File: src/rtl/fifo_wr_arbiter_if.sv
// rtl/fifo_wr_arbiter_if.sv - requester and FIFO write-port signals shared by the arbiter
interface fifo_wr_arbiter_if #(
  parameter int NUM_REQ    = 4,
  parameter int DATA_WIDTH = 8
);
  logic [NUM_REQ-1:0]            req;
  logic [NUM_REQ*DATA_WIDTH-1:0] req_data;
  logic [NUM_REQ-1:0]            gnt;
  logic                          full;
  logic                          wt_en;
  logic [DATA_WIDTH-1:0]         wdata;

  modport master (
    input  req, req_data, full,
    output gnt, wt_en, wdata
  );

  modport slave (
    output req, req_data, full,
    input  gnt, wt_en, wdata
  );
endinterface

File: src/rtl/fifo_wr_arbiter.sv
// rtl/fifo_wr_arbiter.sv - round-robin burst arbiter for one async FIFO write port
module fifo_wr_arbiter #(
  parameter int NUM_REQ    = 4,
  parameter int DATA_WIDTH = 8,
  parameter int BURST      = 4,
  parameter int CNT_WIDTH  = 16,
  localparam int IW        = $clog2(NUM_REQ),
  localparam int BW        = (BURST > 1) ? $clog2(BURST) : 1
) (
  input  logic                 wt_clk,
  input  logic                 rst_n,
  fifo_wr_arbiter_if.master    bus,
  output logic [IW-1:0]        owner,
  output logic                 busy,
  output logic [CNT_WIDTH-1:0] wr_count
);

  typedef enum logic {IDLE, GRANT} state_t;

  localparam logic [BW-1:0] BEAT_LAST = BW'(BURST - 1);

  state_t               state, state_nxt;
  logic [IW-1:0]        owner_nxt;
  logic [IW-1:0]        last, last_nxt;
  logic [BW-1:0]        beat, beat_nxt;
  logic [CNT_WIDTH-1:0] cnt_nxt;
  logic [IW-1:0]        pick;
  logic [IW-1:0]        cand;
  logic                 accept;

  // Scan from the far end so the nearest requester after 'last' is the one kept.
  always_comb begin
    pick = last;
    cand = '0;
    for (int k = NUM_REQ; k >= 1; k--) begin
      cand = IW'((int'(last) + k) % NUM_REQ);
      if (bus.req[cand]) pick = cand;
    end
  end

  always_comb begin
    state_nxt = state;
    owner_nxt = owner;
    last_nxt  = last;
    beat_nxt  = beat;
    cnt_nxt   = wr_count;
    accept    = 1'b0;
    case (state)
      IDLE: begin
        if (|bus.req) begin
          owner_nxt = pick;
          state_nxt = GRANT;
        end
      end
      GRANT: begin
        if (!bus.req[owner]) begin
          last_nxt  = owner;
          beat_nxt  = '0;
          state_nxt = IDLE;
        end else if (!bus.full) begin
          accept  = 1'b1;
          cnt_nxt = wr_count + CNT_WIDTH'(1);
          if (beat == BEAT_LAST) begin
            last_nxt  = owner;
            beat_nxt  = '0;
            state_nxt = IDLE;
          end else begin
            beat_nxt = beat + BW'(1);
          end
        end
      end
      default: state_nxt = IDLE;
    endcase
  end

  always_ff @(posedge wt_clk or negedge rst_n) begin
    if (!rst_n) begin
      state    <= IDLE;
      owner    <= '0;
      last     <= IW'(NUM_REQ - 1);
      beat     <= '0;
      wr_count <= '0;
    end else begin
      state    <= state_nxt;
      owner    <= owner_nxt;
      last     <= last_nxt;
      beat     <= beat_nxt;
      wr_count <= cnt_nxt;
    end
  end

  // rst_n gating kills an in-flight word the moment reset asserts.
  assign bus.wt_en = accept & rst_n;
  assign bus.gnt   = (accept & rst_n) ? (NUM_REQ'(1) << owner) : '0;
  assign bus.wdata = rst_n ? bus.req_data[int'(owner)*DATA_WIDTH +: DATA_WIDTH] : '0;
  assign busy      = (state == GRANT);

endmodule

File: src/flat_wrapper.sv
// flat-port wrapper written by rule: the top's interface ports become plain ports
module fifo_wr_arbiter_flat 
#(
  parameter int NUM_REQ    = 4,
  parameter int DATA_WIDTH = 8,
  parameter int BURST      = 4,
  parameter int CNT_WIDTH  = 16,
  localparam int IW        = $clog2(NUM_REQ),
  localparam int BW        = (BURST > 1) ? $clog2(BURST) : 1
)
  (wt_clk, rst_n, owner, busy, wr_count, bus_req, bus_req_data, bus_full, bus_gnt, bus_wt_en, bus_wdata);
  fifo_wr_arbiter_if #(.NUM_REQ(NUM_REQ), .DATA_WIDTH(DATA_WIDTH)) bus_i ();
  input  logic wt_clk;
  input  logic rst_n;
  output logic [IW-1:0] owner;
  output logic busy;
  output logic [CNT_WIDTH-1:0] wr_count;
  input wire logic [$bits(bus_i.req)-1:0] bus_req;
  input wire logic [$bits(bus_i.req_data)-1:0] bus_req_data;
  input wire logic [$bits(bus_i.full)-1:0] bus_full;
  output wire logic [$bits(bus_i.gnt)-1:0] bus_gnt;
  output wire logic [$bits(bus_i.wt_en)-1:0] bus_wt_en;
  output wire logic [$bits(bus_i.wdata)-1:0] bus_wdata;
  assign bus_i.req = bus_req;
  assign bus_i.req_data = bus_req_data;
  assign bus_i.full = bus_full;
  assign bus_gnt = bus_i.gnt;
  assign bus_wt_en = bus_i.wt_en;
  assign bus_wdata = bus_i.wdata;
  fifo_wr_arbiter #(.NUM_REQ(NUM_REQ), .DATA_WIDTH(DATA_WIDTH), .BURST(BURST), .CNT_WIDTH(CNT_WIDTH)) u_core (.wt_clk(wt_clk), .rst_n(rst_n), .bus(bus_i), .owner(owner), .busy(busy), .wr_count(wr_count));
endmodule
File: config.mk
export PLATFORM = sky130hd
export DESIGN_NAME = fifo_wr_arbiter_flat
export DESIGN_NICKNAME = d
export VERILOG_FILES = /design/src/rtl/fifo_wr_arbiter_if.sv /design/src/rtl/fifo_wr_arbiter.sv /design/src/flat_wrapper.sv
export SDC_FILE = /design/constraint.sdc
export NUM_CORES = 1
export LEC_CHECK = 0
export ABC_AREA = 1
export ABC_CLOCK_PERIOD_IN_PS = 1950
export CORE_ASPECT_RATIO = 0.75
export CORE_MARGIN = 3
export CORE_UTILIZATION = 43
export CTS_CLUSTER_DIAMETER = 50
export DETAILED_ROUTE_END_ITERATION = 12
export HOLD_SLACK_MARGIN = 0.08
export PLACE_DENSITY = 0.91
export SLEW_MARGIN = 20
export SYNTH_ARGS = -nofsm -noshare
export SYNTH_HDL_FRONTEND = slang
export SYNTH_SLANG_ARGS = --single-unit
File: constraint.sdc
create_clock -name wt_clk -period 1.95 [get_ports wt_clk]
set_input_delay 0.195 -clock wt_clk [delete_from_list [all_inputs] [get_ports wt_clk]]
set_output_delay 0.195 -clock wt_clk [all_outputs]
set_load 0.02 [all_outputs]
==> flow_summary.json, run 1 <==
{
  "ys.flop_type": "dfrtp_1",
  "yosys-top-cells-area": "dfrtp_1, nand2_1, nand3_1, inv_1, nor2_1",
  "syn_avg_cell_area_um2": 6.730,
  "powerDensity_mw_per_mm2": 1256,
  "dp.cells": 397,
  "end_kind": "output port",
  "finalHoldViolCount": 0,
  "reg2reg_to": "u_core.owner[1]",
  "synth_top_area_share": 0.3050,
  "hold_buffers": 0,
  "synth.net_count": 297,
  "r2r-start": "u_core.last[0]",
  "final_util": 0.7249,
  "syn_area_mm2": 0.001723,
  "arrival_ns": 1.68,
  "design_area_mm2": 0.002723,
  "track_usage": 0.2280,
  "cp.required_ns": 1.75,
  "dp_hpwl_um": 4283,
  "ctsHtreeMaxLevel": 1,
  "leakagePower_nw": 1.251,
  "num_rows": 19,
  "worstPathMaxFanout": 8,
  "synth_cells": 256,
  "cts.sinks": 23,
  "hold_class": "primary input to async pin",
  "ys_ff_latch": 23,
  "tightest_slew_ns": 0.3042,
  "status": "completed",
  "syn_to_final_growth_pct": 58.02,
  "root_buffer": "clkbuf_8",
  "async_flop_share": 1.000,
  "core_area_mm2": 0.003756,
  "drc_errors": 0,
  "period_minus_slack_ns": 1.877,
  "cap_violations": 0,
  "fin_crit_sh": 0.9623,
  "via_per_inst": 5.182,
  "fin_ws_ns": 0.07343,
  "io_buffer_count": 70,
  "ys_warn_count": 0,
  "layout-drive-gt1-share": 0.1886,
  "synth-seq-area-share": 0.3355,
  "synth_top_cells_by_count": "nand2_1, nand3_1, inv_1",
  "diodes": 0,
  "die-height_um": 60.82,
  "rsz0062_at_grt": "true",
  "avgRoutedWirePerCell_um": 13.67,
  "reg2regPathDepth": 7,
  "relSlewSlack": 0.7957,
  "grt_pass1_wl_um": 8769,
  "numCtsBuffers": 3,
  "drv_slew": 0,
  "place_area_mm2": 0.002631,
  "reg2reg_slack_ns": 0.35,
  "fill_cells": 293,
  "setup_viol": 0,
  "ir_worst_vdd_mv": 1.040,
  "cts.clk_slew.worst_paths_ns": 0.08,
  "grt_max_degree": 24,
  "fmax_ghz": 0.5329,
  "path_class": "register to output port",
  "wl_um": 5494,
  "yosysMostFrequentCell": "nand2_1",
  "highest_layer": "met4",
  "wl_met2_um": 2608,
  "synth_edf_count": 0,
  "antenna_violating_nets_post_route": 0,
  "dieArea_mm2": 0.004810,
  "place_ws_ns": -0.3132,
  "vias": 2083,
  "die_w_um": 79.09,
  "gp_congestion": 0.9261,
  "final_cells": 402,
  "fin_tns_setup_ns": 0,
  "cts.path.max_buffers": 2,
  "cts_tree": "yes",
  "hold-worst-slack_ns": 0.3212,
  "wl_met1_um": 2212,
  "fin_skew_ns": 0.001012,
  "insertion_delay_ns": 0.26,
  "fin_nets": 392,
  "yosysTopAreaCell": "dfrtp_1",
  "initial_core_util": 0.4587,
  "worstSetupStartpointType": "register",
  "grt-ovfl-total": 0,
  "dr.pass1.iters": 5,
  "drtIter0Drc": 177,
  "synth_cell_types": 25,
  "antenna_found_initial": 0,
  "io_pins": 71,
  "first_global_vias": 1969,
  "wl_met3_um": 639,
  "finalPower_mw": 3.418
}
placed cells by master, fill, tap and decap left out, types with 2 or more instances in the layout:
cell type        count
clkdlybuf4s15_1      4
a31oi_1              8
xnor2_1              6
dfstp_2              2
clkbuf_8             3
ha_1                 2
a22oi_2              8
clkdlybuf4s50_1     57
dfrtp_1             20
nor2_2               4
nor2_4               2
nand2_2              3
nor2_1              16
buf_4               31
nand2_1             90
inv_2                3
nand4_1              3
nand3_1             28
xor2_1               7
o21ai_0             10
nor3_1               3
inv_1               23
o21ai_1              2
clkbuf_2             3
worst max-delay path by stage:
stage                    startpoint            to  slack (ns)  cells after the start
detailed placement       bus_req[3]    bus_gnt[2]       -0.31                     10
floorplan           u_core.owner[0]    bus_gnt[0]       -0.06                     10
CTS                 u_core.owner[1]  bus_wdata[6]       0.008                      6
finish              u_core.owner[1]  bus_wdata[2]        0.07                      7
global route        u_core.owner[1]  bus_wdata[2]       -0.03                      7
global placement         bus_req[3]    bus_gnt[3]       -0.17                     10
where the power goes:
group          switching (mW)  internal, mW
Combinational            1.28         0.999
Sequential              0.196         0.659
Clock                   0.142         0.146
state kept, by name (all words and copies together), names as in the netlist:
name,count
u_core.busy,1
u_core.owner,2
u_core.beat,2
u_core.wr_count,16
u_core.last,2
cell families after synthesis:
kind of cell,after synthesis,share of synthesized area
AND/OR/NAND/NOR,151,0.3682
buffers and inverters,35,0.09150
AO/OA/AOI/OAI,32,0.1242
flip-flops,23,0.3355
XOR/XNOR,13,0.06609
adder cells (fa/ha/maj),2,0.01452
worst max-delay path: stages, from the launching register on:
cell and delay [ns]:
dfrtp_2 0.44, inv_2 0.07, nand2_4 0.10, clkinvlp_4 0.21
buf_4 0.21, a22oi_2 0.10, a31oi_1 0.12, clkbuf_2 0.17
cell type report:
cell class	count	area, um^2	area share
Multi-Input combinational cell	198	1052	0.3865
Timing Repair Buffer	97	872.1	0.3203
Inverter	28	108.9	0.03998
Clock buffer	4	45.04	0.01654
Tap cell	52	65.06	0.02390
Sequential cell	23	579.3	0.2128
routing by layer:
metal  track usage  vias up
li1              -     1017
met4       0.05637        0
met3       0.07715        6
met5             0        -
met2        0.3945      106
met1        0.2788      954
timing repair:
action	4_1_cts	5_1_grt
setup buffers	0	1
endpoints found under the setup margin	13	14
gates resized for setup	30	35
pin swaps	0	1
(Power assumes the default switching activity.)
==> run 2, diff against run 1 <==
--- a/config.mk
+++ b/config.mk
@@ -9,11 +9,12 @@
 export ABC_CLOCK_PERIOD_IN_PS = 1950
 export CORE_ASPECT_RATIO = 0.75
 export CORE_MARGIN = 3
-export CORE_UTILIZATION = 43
+export CORE_UTILIZATION = 38
 export CTS_CLUSTER_DIAMETER = 50
 export DETAILED_ROUTE_END_ITERATION = 12
 export HOLD_SLACK_MARGIN = 0.08
-export PLACE_DENSITY = 0.91
+export MAX_ROUTING_LAYER = met4
+export PLACE_DENSITY = 0.83
 export SLEW_MARGIN = 20
 export SYNTH_ARGS = -nofsm -noshare
 export SYNTH_HDL_FRONTEND = slang
==> constraint.sdc (replaced) <==
create_clock -name wt_clk -period 1.95 [get_ports wt_clk]
set_input_delay 0.195 -clock wt_clk [delete_from_list [all_inputs] [get_ports wt_clk]]
set_output_delay 0.195 -clock wt_clk [all_outputs]
set_load 0.1 [all_outputs]
==> run 2 against run 1 <==
The run now ends with setup timing left. Final area grew 8.9%. Via count down 1.5%. Sequential share of layout area decreased by 1.3 points. First-iteration DRC count decreased by 4.5%. Global-route usage fell by 1.4 points. Sequential power is 6.3% higher. Clock-buffer cell count unchanged. Die area rose by 12%. Highest routed layer unchanged. Critical path depth rose by 3.
==> flow_summary.json, run 2 (synthesized netlist as in run 1, its figures left out) <==
{
  "final_cells": 405,
  "root_buffer": "clkbuf_8",
  "tightest_slew_ns": 0.4009,
  "gp_congestion": 0.8697,
  "dr.pass1.iters": 4,
  "fin_skew_ns": 0.002438,
  "final_cell_mix": "nand2_1, buf_4, clkdlybuf4s50_1",
  "relSlewSlack": 0.7307,
  "drc_errors": 0,
  "cts_tree": "yes",
  "arrival_ns": 1.98,
  "layout-drive-gt1-share": 0.2829,
  "fin_crit_sh": 1.113,
  "end_kind": "output port",
  "antenna_violating_nets_post_route": 0,
  "drv_slew": 0,
  "leakagePower_nw": 1.354,
  "ctsHtreeMaxLevel": 1,
  "dp.cells": 390,
  "fill_cells": 324,
  "status": "finished with violations",
  "powerDensity_mw_per_mm2": 1711,
  "cap_violations": 0,
  "avgRoutedWirePerCell_um": 13.79,
  "cp.required_ns": 1.75,
  "path_class": "register to output port",
  "io_pins": 71,
  "dieArea_mm2": 0.005386,
  "setup_viol": 7,
  "rsz0062_at_grt": "true",
  "dp_hpwl_um": 4179,
  "grt_max_degree": 24,
  "worstPathMaxFanout": 5,
  "drtIter0Drc": 169,
  "syn_to_final_growth_pct": 72.11,
  "hold_class": "primary input to async pin",
  "initial_core_util": 0.4098,
  "core_area_mm2": 0.004204,
  "fmax_ghz": 0.4607,
  "regMostFlops": "u_core.wr_count",
  "cts.path.max_buffers": 2,
  "diodes": 0,
  "die_w_um": 83.75,
  "num_rows": 20,
  "finalHoldViolCount": 0,
  "period_minus_slack_ns": 2.170,
  "antenna_found_initial": 0,
  "place_area_mm2": 0.002798,
  "ir_worst_vdd_mv": 0.9683,
  "worstSetupStartpointType": "register",
  "cts.clk_slew.worst_paths_ns": 0.08,
  "largest_reg_flops": 16,
  "cts.sinks": 23,
  "via_per_inst": 5.067,
  "die-height_um": 64.32,
  "wl_um": 5585,
  "layout_commonest_cell": "nand2_1",
  "grt-ovfl-total": 0,
  "violations": "setup timing",
  "fin_ws_ns": -0.2204,
  "fin_nets": 392,
  "insertion_delay_ns": 0.26,
  "io_buffer_count": 70,
  "hold_buffers": 0,
  "numCtsBuffers": 3,
  "grt_pass1_wl_um": 9183,
  "design_area_mm2": 0.002965,
  "vias": 2052,
  "first_global_vias": 1925,
  "track_usage": 0.2141
}
==> run 2: cell types whose count changed in the layout (fill, tap and decap cells not counted), sizes merged <==
cell	before	now
clkbuf	7	4
clkdlybuf4s50	57	38
clkdlybuf4s15	4	0
buf	32	59
dlygate4sd2	1	0
==> run 2: layer usage <==
metal  part of all wire  GRT usage  up-vias
li1                   -          -     1019
met1               0.43     0.2863      934
met2               0.48     0.3403       95
met3              0.088    0.04768        4
met4             0.0070    0.03414        0
met5                  0          -        -
==> run 2: final timing paths <==
| check | cells past startpoint | slack, ns | end | from |
|---|---|---|---|---|
| max | 10 | -0.22 | bus_gnt[1] | u_core.owner[1] |
| min | 2 | 0.33 | u_core.wr_count[6] | rst_n |
| max reg2reg | 11 | 0.19 | u_core.wr_count[5] | u_core.owner[1] |
| min reg2reg | 2 | 0.50 | u_core.last[1] | u_core.last[1] |
| max in group asynchronous | 2 | 1.33 | u_core.last[1] | rst_n |
| min in group wt_clk | 2 | 0.50 | u_core.last[1] | u_core.last[1] |
==> run 2: repair_timing <==
item,4_1_cts,5_1_grt
setup buffers,7,5
setup endpoints to repair,13,13
gates cloned,0,0
pin swaps,4,4
resized for setup,6,4
==> run 2: layout make-up <==
| type | count | area [um^2] | share of cell area |
|---|---|---|---|
| Clock buffer | 4 | 45.04 | 0.01519 |
| Sequential cell | 23 | 591.8 | 0.1996 |
| Multi-Input combinational cell | 198 | 1126 | 0.3797 |
| Timing Repair Buffer | 97 | 1015 | 0.3422 |
| Tap cell | 55 | 68.82 | 0.02321 |
| Inverter | 28 | 118.9 | 0.04008 |
==> run 2: power breakdown <==
group	switching, mW	internal, mW	total [mW]
Clock	0.149	0.146	0.295
Sequential	0.229	0.681	0.910
Combinational	2.61	1.25	3.87
==> run 2: stage by stage <==
step / util / total power, mW / setup WS, ns / hold WS (ns) / setup TNS [ns]
2_1_floorplan: - / 3.489 / -1.041 / -0.1006 / -8.027
3_3_place_gp: 0.6655 / 4.482 / -0.008417 / 0.4638 / -0.01661
3_5_place_dp: 0.6655 / 4.536 / -0.09062 / 0.4894 / -0.3244
4_1_cts: 0.6920 / 4.951 / -0.2188 / 0.3479 / -0.8285
5_1_grt: 0.7054 / 5.353 / -0.3176 / 0.3501 / -2.102
6_report: 0.7054 / 5.072 / -0.2204 / 0.3321 / -0.9386
==> run 2: critical path: stages, from the launching register on <==
cell	delay [ns]
dfrtp_4	0.53
nor2_4	0.15
inv_4	0.06
nor2_4	0.09
nor2_2	0.06
nand2_2	0.08
nand2_4	0.06
nor2_4	0.13
clkinvlp_4	0.20
nor2_4	0.17
buf_12	0.18
==> run 3, diff against run 2 <==
--- a/config.mk
+++ b/config.mk
@@ -12,7 +12,7 @@
 export CORE_UTILIZATION = 38
 export CTS_CLUSTER_DIAMETER = 50
 export DETAILED_ROUTE_END_ITERATION = 12
-export HOLD_SLACK_MARGIN = 0.08
+export HOLD_SLACK_MARGIN = 0.05
 export MAX_ROUTING_LAYER = met4
 export PLACE_DENSITY = 0.83
 export SLEW_MARGIN = 20
==> results of run 3 <==
Final layout, timing and power as in run 2 (identical DEF).
